$ cat src/rtl/sm83_alu_pkg.sv
// Shared types and the flag/result finishing function for the SM83 nibble-serial ALU.
// Included by sm83_alu_slice and sm83_alu_nibble_core.
package sm83_alu_pkg;

  localparam int ALU_WIDTH = 4;
  localparam int WORD_SIZE = 2 * ALU_WIDTH;

  typedef logic [ALU_WIDTH-1:0] hword_t;
  typedef logic [WORD_SIZE-1:0] word_t;

  typedef enum logic [2:0] {
    ALU_ADD = 3'd0,
    ALU_ADC = 3'd1,
    ALU_SUB = 3'd2,
    ALU_SBC = 3'd3,
    ALU_AND = 3'd4,
    ALU_XOR = 3'd5,
    ALU_OR  = 3'd6,
    ALU_CP  = 3'd7
  } alu_op_t;

  typedef enum logic [1:0] {
    IDLE = 2'd0,
    LO   = 2'd1,
    HI   = 2'd2
  } alu_state_t;

  typedef struct packed {
    word_t res;
    logic  z;
    logic  n;
    logic  h;
    logic  c;
  } alu_out_t;

  function automatic logic op_is_sub(input alu_op_t op);
    return (op == ALU_SUB) || (op == ALU_SBC) || (op == ALU_CP);
  endfunction

  // Turns the raw slice sum and nibble carries into the architectural result and flags.
  // Shifts override the op; shift_l has priority over shift_r.
  function automatic alu_out_t alu_finish(input alu_op_t op, input logic daa, input logic shl,
                                          input logic shr, input logic sin, input word_t a,
                                          input word_t sum, input logic h, input logic c,
                                          input logic pc);
    alu_out_t o;
    o.res = sum;
    o.n   = op_is_sub(op);
    o.h   = h;
    o.c   = c;
    o.z   = 1'b0;
    case (op)
      ALU_AND:         begin o.h = 1'b1; o.c = 1'b0; end
      ALU_XOR, ALU_OR: begin o.h = 1'b0; o.c = 1'b0; end
      default:         ;
    endcase
    if (daa) begin
      o.h = 1'b0;
      o.c = pc | c;
    end
    if (shl) begin
      o.res = {a[WORD_SIZE-2:0], sin};
      o.n   = 1'b0;
      o.h   = 1'b0;
      o.c   = a[WORD_SIZE-1];
    end else if (shr) begin
      o.res = {sin, a[WORD_SIZE-1:1]};
      o.n   = 1'b0;
      o.h   = 1'b0;
      o.c   = a[0];
    end
    o.z = (o.res == '0);
    if ((op == ALU_CP) && !shl && !shr) o.res = a;
    return o;
  endfunction

endpackage

$ cat src/rtl/sm83_alu_slice.sv
// Combinational 4-bit ALU slice. For subtract-type ops cin/cout are borrows:
// the slice adds ~b with the carry-in inverted and reports the inverted carry-out.
module sm83_alu_slice
  import sm83_alu_pkg::*;
(
  input  alu_op_t op,
  input  hword_t  a,
  input  hword_t  b,
  input  logic    cin,
  output hword_t  r,
  output logic    cout
);

  logic [ALU_WIDTH:0] sum;

  always_comb begin
    sum  = '0;
    r    = '0;
    cout = 1'b0;
    case (op)
      ALU_ADD, ALU_ADC: begin
        sum  = {1'b0, a} + {1'b0, b} + {{ALU_WIDTH{1'b0}}, cin};
        r    = sum[ALU_WIDTH-1:0];
        cout = sum[ALU_WIDTH];
      end
      ALU_SUB, ALU_SBC, ALU_CP: begin
        sum  = {1'b0, a} + {1'b0, ~b} + {{ALU_WIDTH{1'b0}}, ~cin};
        r    = sum[ALU_WIDTH-1:0];
        cout = ~sum[ALU_WIDTH];
      end
      ALU_AND: r = a & b;
      ALU_XOR: r = a ^ b;
      ALU_OR:  r = a | b;
      default: r = '0;
    endcase
  end

endmodule

$ cat src/rtl/sm83_alu_nibble_core.sv
// Nibble-serial SM83 ALU datapath with its operand, result and carry buffers.
// Define SM83_ALU_FAST_EN for a single-cycle 8-bit pass built from two chained slices.
module sm83_alu_nibble_core
  import sm83_alu_pkg::*;
(
  input  logic       clk,
  input  logic       reset,
  input  logic       start,
  input  logic [2:0] op,
  input  logic [7:0] a_in,
  input  logic [7:0] b_in,
  input  logic       shift_l,
  input  logic       shift_r,
  input  logic       shift_into_alu,
  input  logic       daa_add,
  input  logic [7:0] daa_out,
  output logic       busy,
  output logic       done,
  output logic [7:0] result,
  output logic       flag_z,
  output logic       flag_n,
  output logic       flag_h,
  output logic       flag_c,
  output logic       pri_carry,
  output logic       daa_carry,
  output logic       shift_dbh,
  output logic       shift_dbl,
  output logic       daa_l_gt_9,
  output logic       daa_h_gt_9,
  output logic       daa_h_eq_9
);

  alu_state_t state_q, state_d;
  word_t      a_q, a_d;
  alu_out_t   out_q, out_d, fin;
  logic       done_q, done_d;
  logic       pri_carry_q, pri_carry_d;
  logic       daa_carry_q, daa_carry_d;

  alu_op_t    in_op, eff_op;
  word_t      eff_b;
  logic       eff_cin;

  // DAA swaps the operand for the correction constant; carry-in only comes from ADC/SBC.
  always_comb begin
    in_op   = alu_op_t'(op);
    eff_op  = in_op;
    eff_b   = b_in;
    eff_cin = 1'b0;
    if (daa_add) begin
      eff_op = (in_op == ALU_SUB) ? ALU_SUB : ALU_ADD;
      eff_b  = daa_out;
    end else if ((in_op == ALU_ADC) || (in_op == ALU_SBC)) begin
      eff_cin = pri_carry_q;
    end
  end

`ifdef SM83_ALU_FAST_EN

  hword_t lo_r, hi_r;
  logic   lo_cout, hi_cout;

  sm83_alu_slice u_slice_lo (
    .op(eff_op), .a(a_in[ALU_WIDTH-1:0]), .b(eff_b[ALU_WIDTH-1:0]),
    .cin(eff_cin), .r(lo_r), .cout(lo_cout)
  );

  sm83_alu_slice u_slice_hi (
    .op(eff_op), .a(a_in[WORD_SIZE-1:ALU_WIDTH]), .b(eff_b[WORD_SIZE-1:ALU_WIDTH]),
    .cin(lo_cout), .r(hi_r), .cout(hi_cout)
  );

  always_comb begin
    state_d     = IDLE;
    a_d         = a_q;
    out_d       = out_q;
    done_d      = 1'b0;
    pri_carry_d = pri_carry_q;
    daa_carry_d = daa_carry_q;
    fin = alu_finish(eff_op, daa_add, shift_l, shift_r, shift_into_alu, a_in,
                     {hi_r, lo_r}, lo_cout, hi_cout, pri_carry_q);
    if (start) begin
      a_d         = a_in;
      out_d       = fin;
      done_d      = 1'b1;
      pri_carry_d = fin.c;
      daa_carry_d = fin.h;
    end
  end

`else

  alu_state_t phase;
  alu_op_t    op_q, op_d, slice_op;
  word_t      b_q, b_d;
  logic       shl_q, shl_d, shr_q, shr_d, sin_q, sin_d, daa_q, daa_d;
  hword_t     lo_q, lo_d, slice_a, slice_b, slice_r;
  logic       hc_q, hc_d, slice_cin, slice_cout;

  // The LO pass runs in the accept cycle straight from the ports so done lands two cycles after start.
  always_comb begin
    phase = (state_q == HI) ? HI : LO;
    if (phase == HI) begin
      slice_op  = op_q;
      slice_a   = a_q[WORD_SIZE-1:ALU_WIDTH];
      slice_b   = b_q[WORD_SIZE-1:ALU_WIDTH];
      slice_cin = hc_q;
    end else begin
      slice_op  = eff_op;
      slice_a   = a_in[ALU_WIDTH-1:0];
      slice_b   = eff_b[ALU_WIDTH-1:0];
      slice_cin = eff_cin;
    end
  end

  sm83_alu_slice u_slice (
    .op(slice_op), .a(slice_a), .b(slice_b), .cin(slice_cin),
    .r(slice_r), .cout(slice_cout)
  );

  always_comb begin
    state_d     = state_q;
    a_d         = a_q;
    b_d         = b_q;
    op_d        = op_q;
    shl_d       = shl_q;
    shr_d       = shr_q;
    sin_d       = sin_q;
    daa_d       = daa_q;
    lo_d        = lo_q;
    hc_d        = hc_q;
    out_d       = out_q;
    done_d      = 1'b0;
    pri_carry_d = pri_carry_q;
    daa_carry_d = daa_carry_q;
    fin = alu_finish(op_q, daa_q, shl_q, shr_q, sin_q, a_q, {slice_r, lo_q},
                     hc_q, slice_cout, pri_carry_q);
    case (state_q)
      IDLE: begin
        if (start) begin
          a_d     = a_in;
          b_d     = eff_b;
          op_d    = eff_op;
          shl_d   = shift_l;
          shr_d   = shift_r;
          sin_d   = shift_into_alu;
          daa_d   = daa_add;
          lo_d    = slice_r;
          hc_d    = slice_cout;
          state_d = HI;
        end
      end
      HI: begin
        out_d       = fin;
        done_d      = 1'b1;
        pri_carry_d = fin.c;
        daa_carry_d = fin.h;
        state_d     = IDLE;
      end
      default: state_d = IDLE;
    endcase
  end

  always_ff @(posedge clk) begin
    if (reset) begin
      b_q   <= '0;
      op_q  <= ALU_ADD;
      shl_q <= 1'b0;
      shr_q <= 1'b0;
      sin_q <= 1'b0;
      daa_q <= 1'b0;
      lo_q  <= '0;
      hc_q  <= 1'b0;
    end else begin
      b_q   <= b_d;
      op_q  <= op_d;
      shl_q <= shl_d;
      shr_q <= shr_d;
      sin_q <= sin_d;
      daa_q <= daa_d;
      lo_q  <= lo_d;
      hc_q  <= hc_d;
    end
  end

`endif

  always_ff @(posedge clk) begin
    if (reset) begin
      state_q     <= IDLE;
      a_q         <= '0;
      out_q       <= '0;
      done_q      <= 1'b0;
      pri_carry_q <= 1'b0;
      daa_carry_q <= 1'b0;
    end else begin
      state_q     <= state_d;
      a_q         <= a_d;
      out_q       <= out_d;
      done_q      <= done_d;
      pri_carry_q <= pri_carry_d;
      daa_carry_q <= daa_carry_d;
    end
  end

  assign busy       = (state_q != IDLE);
  assign done       = done_q;
  assign result     = out_q.res;
  assign flag_z     = out_q.z;
  assign flag_n     = out_q.n;
  assign flag_h     = out_q.h;
  assign flag_c     = out_q.c;
  assign pri_carry  = pri_carry_q;
  assign daa_carry  = daa_carry_q;
  assign shift_dbh  = a_q[WORD_SIZE-1];
  assign shift_dbl  = a_q[0];
  assign daa_l_gt_9 = (a_q[ALU_WIDTH-1:0] > 4'd9);
  assign daa_h_gt_9 = (a_q[WORD_SIZE-1:ALU_WIDTH] > 4'd9);
  assign daa_h_eq_9 = (a_q[WORD_SIZE-1:ALU_WIDTH] == 4'd9);

endmodule

$ cat config.mk
export PLATFORM = sky130hd
export DESIGN_NAME = sm83_alu_nibble_core
export DESIGN_NICKNAME = d
export VERILOG_FILES = /design/src/rtl/sm83_alu_pkg.sv /design/src/rtl/sm83_alu_slice.sv /design/src/rtl/sm83_alu_nibble_core.sv
export SDC_FILE = /design/constraint.sdc
export NUM_CORES = 1
export LEC_CHECK = 0
export ABC_AREA = 1
export CAP_MARGIN = 20
export CORE_ASPECT_RATIO = 1.25
export CORE_MARGIN = 2
export CORE_UTILIZATION = 55
export DETAILED_ROUTE_END_ITERATION = 10
export GPL_ROUTABILITY_DRIVEN = 0
export PLACE_DENSITY = 0.93
export SLEW_MARGIN = 40
export SYNTH_ARGS = -nofsm -noshare
export SYNTH_HDL_FRONTEND = slang
export SYNTH_SLANG_ARGS = --single-unit
export TNS_END_PERCENT = 1
$ cat constraint.sdc
create_clock -name clk -period 6.6 [get_ports clk]
set_clock_uncertainty 0.1 [all_clocks]
set_input_delay 1.32 -clock clk [delete_from_list [all_inputs] [get_ports clk]]
set_output_delay 1.32 -clock clk [all_outputs]
set_load 0.05 [all_outputs]
==> results of run 1 <==
-- worst min-delay path: stages, from the launching register on --
cell	delay [ns]
dfxtp_1	0.31
nand2_1	0.06
nand2_1	0.04
-- power by group through the flow --
stage / clock network [mW] / logic, mW / registers, mW
CTS: 0.151 / 0.221 / 0.265
floorplan: 0 / 0.141 / 0.280
finish: 0.151 / 0.225 / 0.265
global placement: 0 / 0.211 / 0.269
detailed placement: 0 / 0.218 / 0.269
global route: 0.162 / 0.246 / 0.267
-- through the flow --
step           power (mW)  worst slack (ns)  instances  area (um2)  hold WS [ns]
2_1_floorplan       0.421              2.60        374        2610         0.345
3_3_place_gp        0.479              1.90        471        3140         0.337
3_5_place_dp        0.488              1.79        471        3140         0.341
4_1_cts             0.637              2.02        478        3220         0.355
5_1_grt             0.676              1.82        478        3220         0.371
6_report            0.642              1.98        478        3220         0.353
-- cells by family (layout without fill, tap and decap cells) --
kind of cell / after synthesis / count (layout) / synth area share (%)
AND/OR/NAND/NOR: 158 / 158 / 29.7
AO/OA/AOI/OAI: 93 / 93 / 20.4
buffers and inverters: 66 / 110 / 10.9
flip-flops: 38 / 38 / 29.2
adder cells (fa/ha/maj): 16 / 16 / 8.83
XOR/XNOR: 3 / 3 / 1.01
-- cell type report --
class | count | area [um2]
Clock inverter | 2 | 10.0
Fill cell | 367 | 1440
Multi-Input combinational cell | 270 | 1570
Clock buffer | 5 | 68.8
Timing Repair Buffer | 54 | 541
Sequential cell | 38 | 761
Inverter | 49 | 196
Tap cell | 60 | 75.1
-- worst max path at each step --
| stage | startpoint | end |
|---|---|---|
| after floorplan | daa_add | pri_carry |
| after detailed placement | daa_add | pri_carry |
| after global placement | daa_add | pri_carry |
| after CTS | daa_add | pri_carry |
| final | daa_add | pri_carry |
| after global routing | daa_add | pri_carry |
-- flip-flops by register name, indices dropped and copies added (netlist names) --
name       cells
result         8
daa_q          1
flag_z         1
op_q           3
state_q        1
b_q            4
flag_n         1
sin_q          1
daa_carry      1
shl_q          1
shr_q          1
lo_q           4
pri_carry      1
hc_q           1
a_q            8
done           1
-- cell usage in the layout, fill, tap and decap left out, types with 5 or more instances in the layout --
| cell | Yosys | final |
|---|---|---|
| nand2_1 | 67 | 67 |
| clkdlybuf4s50_1 | 0 | 54 |
| inv_1 | 46 | 46 |
| o21ai_0 | 40 | 40 |
| dfxtp_1 | 38 | 38 |
| a21oi_1 | 29 | 29 |
| nor2_1 | 28 | 27 |
| nand3_1 | 25 | 25 |
| ha_1 | 12 | 12 |
| o211ai_1 | 11 | 11 |
| nand2_2 | 8 | 8 |
| nand3b_1 | 7 | 7 |
| or2_2 | 5 | 5 |
| nor3_1 | 5 | 5 |
| nor2_2 | 5 | 5 |
| clkbuf_8 | 0 | 5 |
-- routing by layer --
layer,vias up,global-route usage (%)
met1,1237,30.5
met4,0,12.9
li1,1311,-
met3,18,4.02
met2,142,49.8
met5,-,0
==> metrics.yaml, run 1 <==
outcome: "complete, no violations"
hpwl_um: 5130
num_vias: 2708
drt_first_pass_iters: 6
synth_edf_count: 0
rsz0062_at_grt: "false"
crit_path_max_incr_delay_ns: 0.64
yosysUniqueCellTypes: 38
clk_path_buf_depth: 2
cpLargestDelayFamily: "simple AND/OR/NAND/NOR gates"
crit_path_end_kind: "flip-flop"
ys_seq_area_share_pct: 29.2
wl_per_cell_um: 14.4
die_h_um: 81.0
wl_met2_um: 3610
syn_nets: 424
leakage_nw: 1.43
power_frac_seq_pct: 41.4
hold_buffers: 0
wirelength_um: 6870
worstRegToRegCells: 13
die-area_um2: 5310
p_sw_share_pct: 37.1
drive_above_1_share_pct: 9.33
syn-cell-area_um2: 2610
synth_top_area_share_pct: 29.2
insertion_delay_ns: 0.29
antenna_found_initial: 0
power.share.clock_pct: 23.6
async_flop_share_pct: 0
crit_path_start_kind: "primary input"
synth_common_cells: "nand2_1, inv_1, o21ai_0"
die_x_um: 65.6
yosysWarnings: 0
synthTopCellsByArea: "dfxtp_1, nand2_1, o21ai_0"
synth.largest_area_cell: "dfxtp_1"
p_int_mw: 0.404
crit_path_top_delay_cell: "clkdlybuf4s50_1"
timing.rr.start: "state_q[1]"
cts_setup_buffers: 0
grt_pass1_vias: 2497
final_core_util_pct: 69.1
cts_buffers: 5
wl_met1_um: 2630
synth_cells: 374
highest_layer: "met4"
htree_levels: 2
overflow: 0
r2r_slack_ns: 2.92
crit_buf_inv: 2
antenna_cells: 0
met3_length_um: 445
cap_violations: 0
viasPerCell: 5.67
core-area_um2: 4660
crit_fanout: 13
grt_max_degree: 29
cts_num_sinks: 38
tightestPinTransition_ns: 0.760
clk_pin_slew_worst_paths_ns: 0.07
synth_flop_cell: "dfxtp_1"
fin_nets: 468
slew_viol_final: 0
start_util_pct: 56.0
critPathKind: "primary input to flip-flop"
ant_nets: 0
grt_util_all_layers_pct: 27.1
required_ns: 6.74
min_period_ns: 4.62
avgSynthCellArea_um2: 6.97
min_delay_worst_endpoint: "result[7]"
setup_viol: 0
maxClockFrequency_mhz: 217
num_io_pins: 55
cts_tree: "done"
first_iter_violations: 206
p_switching_mw: 0.238
hold_start: "result[7]"
io_buffers: 54
power_density_nw_per_um2: 199
r2r-end: "pri_carry"
drc_errors: 0
min_path_cells: 2
yosys_register_bits: 38
worstSetupPathDepth: 15
fp-row-count: 28
tns_ns: 0
synthToLayoutAreaGrowth_pct: 23.6
fin_crit_sh_pct: 70.0
cp.arrival_ns: 4.76
vdd_drop_max_v: 0.0000981
cp_cell_sequence: "clkdlybuf4s50_1 > inv_8 > nand3_4 > or3b_2 > o21a_1 > fa_1 > fa_1 > or2_2 > a21oi_1 > o21ai_0 > nand3_1 > o211ai_1 > nand2_1 > o211ai_1 > nand2_1"
cts.repair.resized: 0
grt_pass1_wl_um: 11300
cts_root_buf: "clkbuf_8"
hold_violations: 0
synth_most_common_cell: "nand2_1"
max-slew-margin-rel_pct: 49.2
hp-class: "flip-flop to flip-flop"
power_frac_comb_pct: 35.1
Power figures use the tool's default switching activity.
==> run 2, diff against run 1 <==
--- a/config.mk
+++ b/config.mk
@@ -9,10 +9,10 @@
 export CAP_MARGIN = 20
 export CORE_ASPECT_RATIO = 1.25
 export CORE_MARGIN = 2
-export CORE_UTILIZATION = 55
+export CORE_UTILIZATION = 51
 export DETAILED_ROUTE_END_ITERATION = 10
 export GPL_ROUTABILITY_DRIVEN = 0
-export PLACE_DENSITY = 0.93
+export PLACE_DENSITY = 0.88
 export SLEW_MARGIN = 40
 export SYNTH_ARGS = -nofsm -noshare
 export SYNTH_HDL_FRONTEND = slang
==> constraint.sdc (replaced) <==
create_clock -name clk -period 4.42 [get_ports clk]
set_clock_uncertainty 0.1 [all_clocks]
set_input_delay 0.884 -clock clk [delete_from_list [all_inputs] [get_ports clk]]
set_output_delay 0.884 -clock clk [all_outputs]
set_load 0.05 [all_outputs]
==> run 2 against run 1 <==
  * Hold slack improved by 0.0021 ns
  * Setup slack got worse by 1.5 ns
  * Clock power increased by 70%
  * Largest power group unchanged
  * Register-to-register slack got worse by 2.0 ns
  * Sequential share of layout area decreased by 0.26 points
==> metrics.yaml, run 2 (synthesized netlist as in run 1, its figures left out) <==
cts_tree: "done"
crit_path_end_kind: "flip-flop"
wl_per_cell_um: 13.6  # -5.0%
overflow: 0  # unchanged
hold_buffers: 0  # unchanged
synthToLayoutAreaGrowth_pct: 25.0
critPathLaunch: "daa_add"
leakage_nw: 1.44  # +1.2%
fin_crit_sh_pct: 89.3
required_ns: 4.56  # -2.18 ns
hold_violations: 0  # unchanged
insertion_delay_ns: 0.29  # about the same
slew_viol_final: 0  # unchanged
crit_path_top_delay_cell: "clkdlybuf4s50_1"
htree_levels: 2  # unchanged
finalNonFillerCells: 484  # +1.3%
antenna_cells: 0  # unchanged
cts_setup_buffers: 0  # unchanged
start_util_pct: 52.1  # -3.9 points
final_cell_mix: "nand2_1, clkdlybuf4s50_1, inv_1"
io_buffers: 54  # unchanged
die_x_um: 68.0  # +3.6%
num_io_pins: 55  # unchanged
fin_nets: 471  # +0.64%
total_power_mw: 0.982  # +53%
hpwl_um: 5180  # +0.86%
critPathKind: "primary input to flip-flop"
tightestPinTransition_ns: 0.749  # -0.0113 ns
timing.rr.start: "state_q[1]"
drt_first_pass_iters: 5  # -1
final_common_cell: "nand2_1"
drc_errors: 0  # unchanged
fillers: 455  # +24%
whs_ns: 0.356  # +0.00212 ns
cp_cell_sequence: "clkdlybuf4s50_1 > inv_8 > buf_4 > o211ai_1 > o21ai_0 > inv_1 > fa_1 > fa_1 > or2_2 > a21oi_1 > o21ai_0 > nand3_1 > o211ai_1 > nand2_1 > o211ai_1 > nand2_1"
cts.repair.resized: 0  # unchanged
cp.arrival_ns: 4.09  # -0.67 ns
max-slew-margin-rel_pct: 49.9  # +0.64 points
viasPerCell: 5.43  # -4.1%
first_iter_violations: 207  # +0.49%
setup_viol: 0  # unchanged
die_h_um: 83.9  # +3.7%
outcome: "complete, no violations"
min_period_ns: 3.95
crit_fanout: 12  # -1
cpLargestDelayFamily: "buffers and inverters"
cts_num_sinks: 38  # unchanged
die-area_um2: 5700  # +7.4%
cpMostUsedCell: "o211ai_1"
power_density_nw_per_um2: 301  # +51%
crit_path_start_kind: "primary input"
rsz0062_at_grt: "false"
hp-class: "flip-flop to flip-flop"
drive_above_1_share_pct: 10.2  # +0.86 points
core-area_um2: 5010  # +7.5%
cts_root_buf: "clkbuf_8"
maxClockFrequency_mhz: 253
clk_path_buf_depth: 2  # unchanged
crit_buf_inv: 4  # +2
fp-row-count: 29  # +3.6%
final_core_util_pct: 65.1  # -4.1 points
grt_max_degree: 29  # unchanged
grt_pass1_wl_um: 11100  # -1.4%
cap_violations: 0  # unchanged
hold_start: "result[7]"
placed_cells: 476  # +1.1%
num_vias: 2630  # -2.9%
grt_util_all_layers_pct: 24.9  # -2.2 points
grt_pass1_vias: 2523  # +1.0%
crit_path_max_incr_delay_ns: 0.62  # -0.02 ns
clk_pin_slew_worst_paths_ns: 0.08  # about the same
vdd_drop_max_v: 0.000171  # +74%
cts_buffers: 5  # unchanged
antenna_found_initial: 0  # unchanged
wirelength_um: 6610  # -3.8%
tns_ns: 0  # unchanged
ant_nets: 0  # unchanged
-- run 2: worst min-delay path, cell delays in order (launching register included) --
cell and delay (ns):
dfxtp_1 0.31, nand2_1 0.06, nand2_1 0.04
-- run 2: path summary, 6_finish.rpt --
check / cells past startpoint / slack (ns) / to
max: 16 / 0.47 / pri_carry
min: 2 / 0.36 / result[7]
max reg2reg: 13 / 0.94 / pri_carry
min reg2reg: 2 / 0.36 / result[7]
-- run 2: report_power, final --
| part | switching, mW | internal, mW | total [mW] |
|---|---|---|---|
| clock network | 0.130 | 0.126 | 0.256 |
| registers | 0.0282 | 0.368 | 0.396 |
| logic | 0.200 | 0.131 | 0.331 |
-- run 2: layout make-up --
cell class | count | area, um2 | area share (%)
Clock buffer | 6 | 82.6 | 2.53
Clock inverter | 2 | 12.5 | 0.384
Inverter | 49 | 196 | 6.03
Multi-Input combinational cell | 270 | 1570 | 48.0
Sequential cell | 38 | 761 | 23.3
Tap cell | 62 | 77.6 | 2.38
Timing Repair Buffer | 57 | 563 | 17.3
-- run 2: per-layer routing --
metal  routed length, um  GRT usage, %  vias to the layer above
met5                   0             0                        -
met4                 221          11.8                        0
met3                 366          3.78                       22
met2                3390          42.8                      119
met1                2620          29.1                     1170
li1                    -             -                     1319
-- run 2: through the flow --
| stage | cell area, um2 | setup slack (ns) |
|---|---|---|
| after CTS | 3260 | 0.490 |
| after global routing | 3260 | 0.186 |
| after detailed placement | 3160 | 0.190 |
| final | 3260 | 0.471 |
| after floorplan | 2610 | 0.853 |
| after global placement | 3160 | 0.245 |
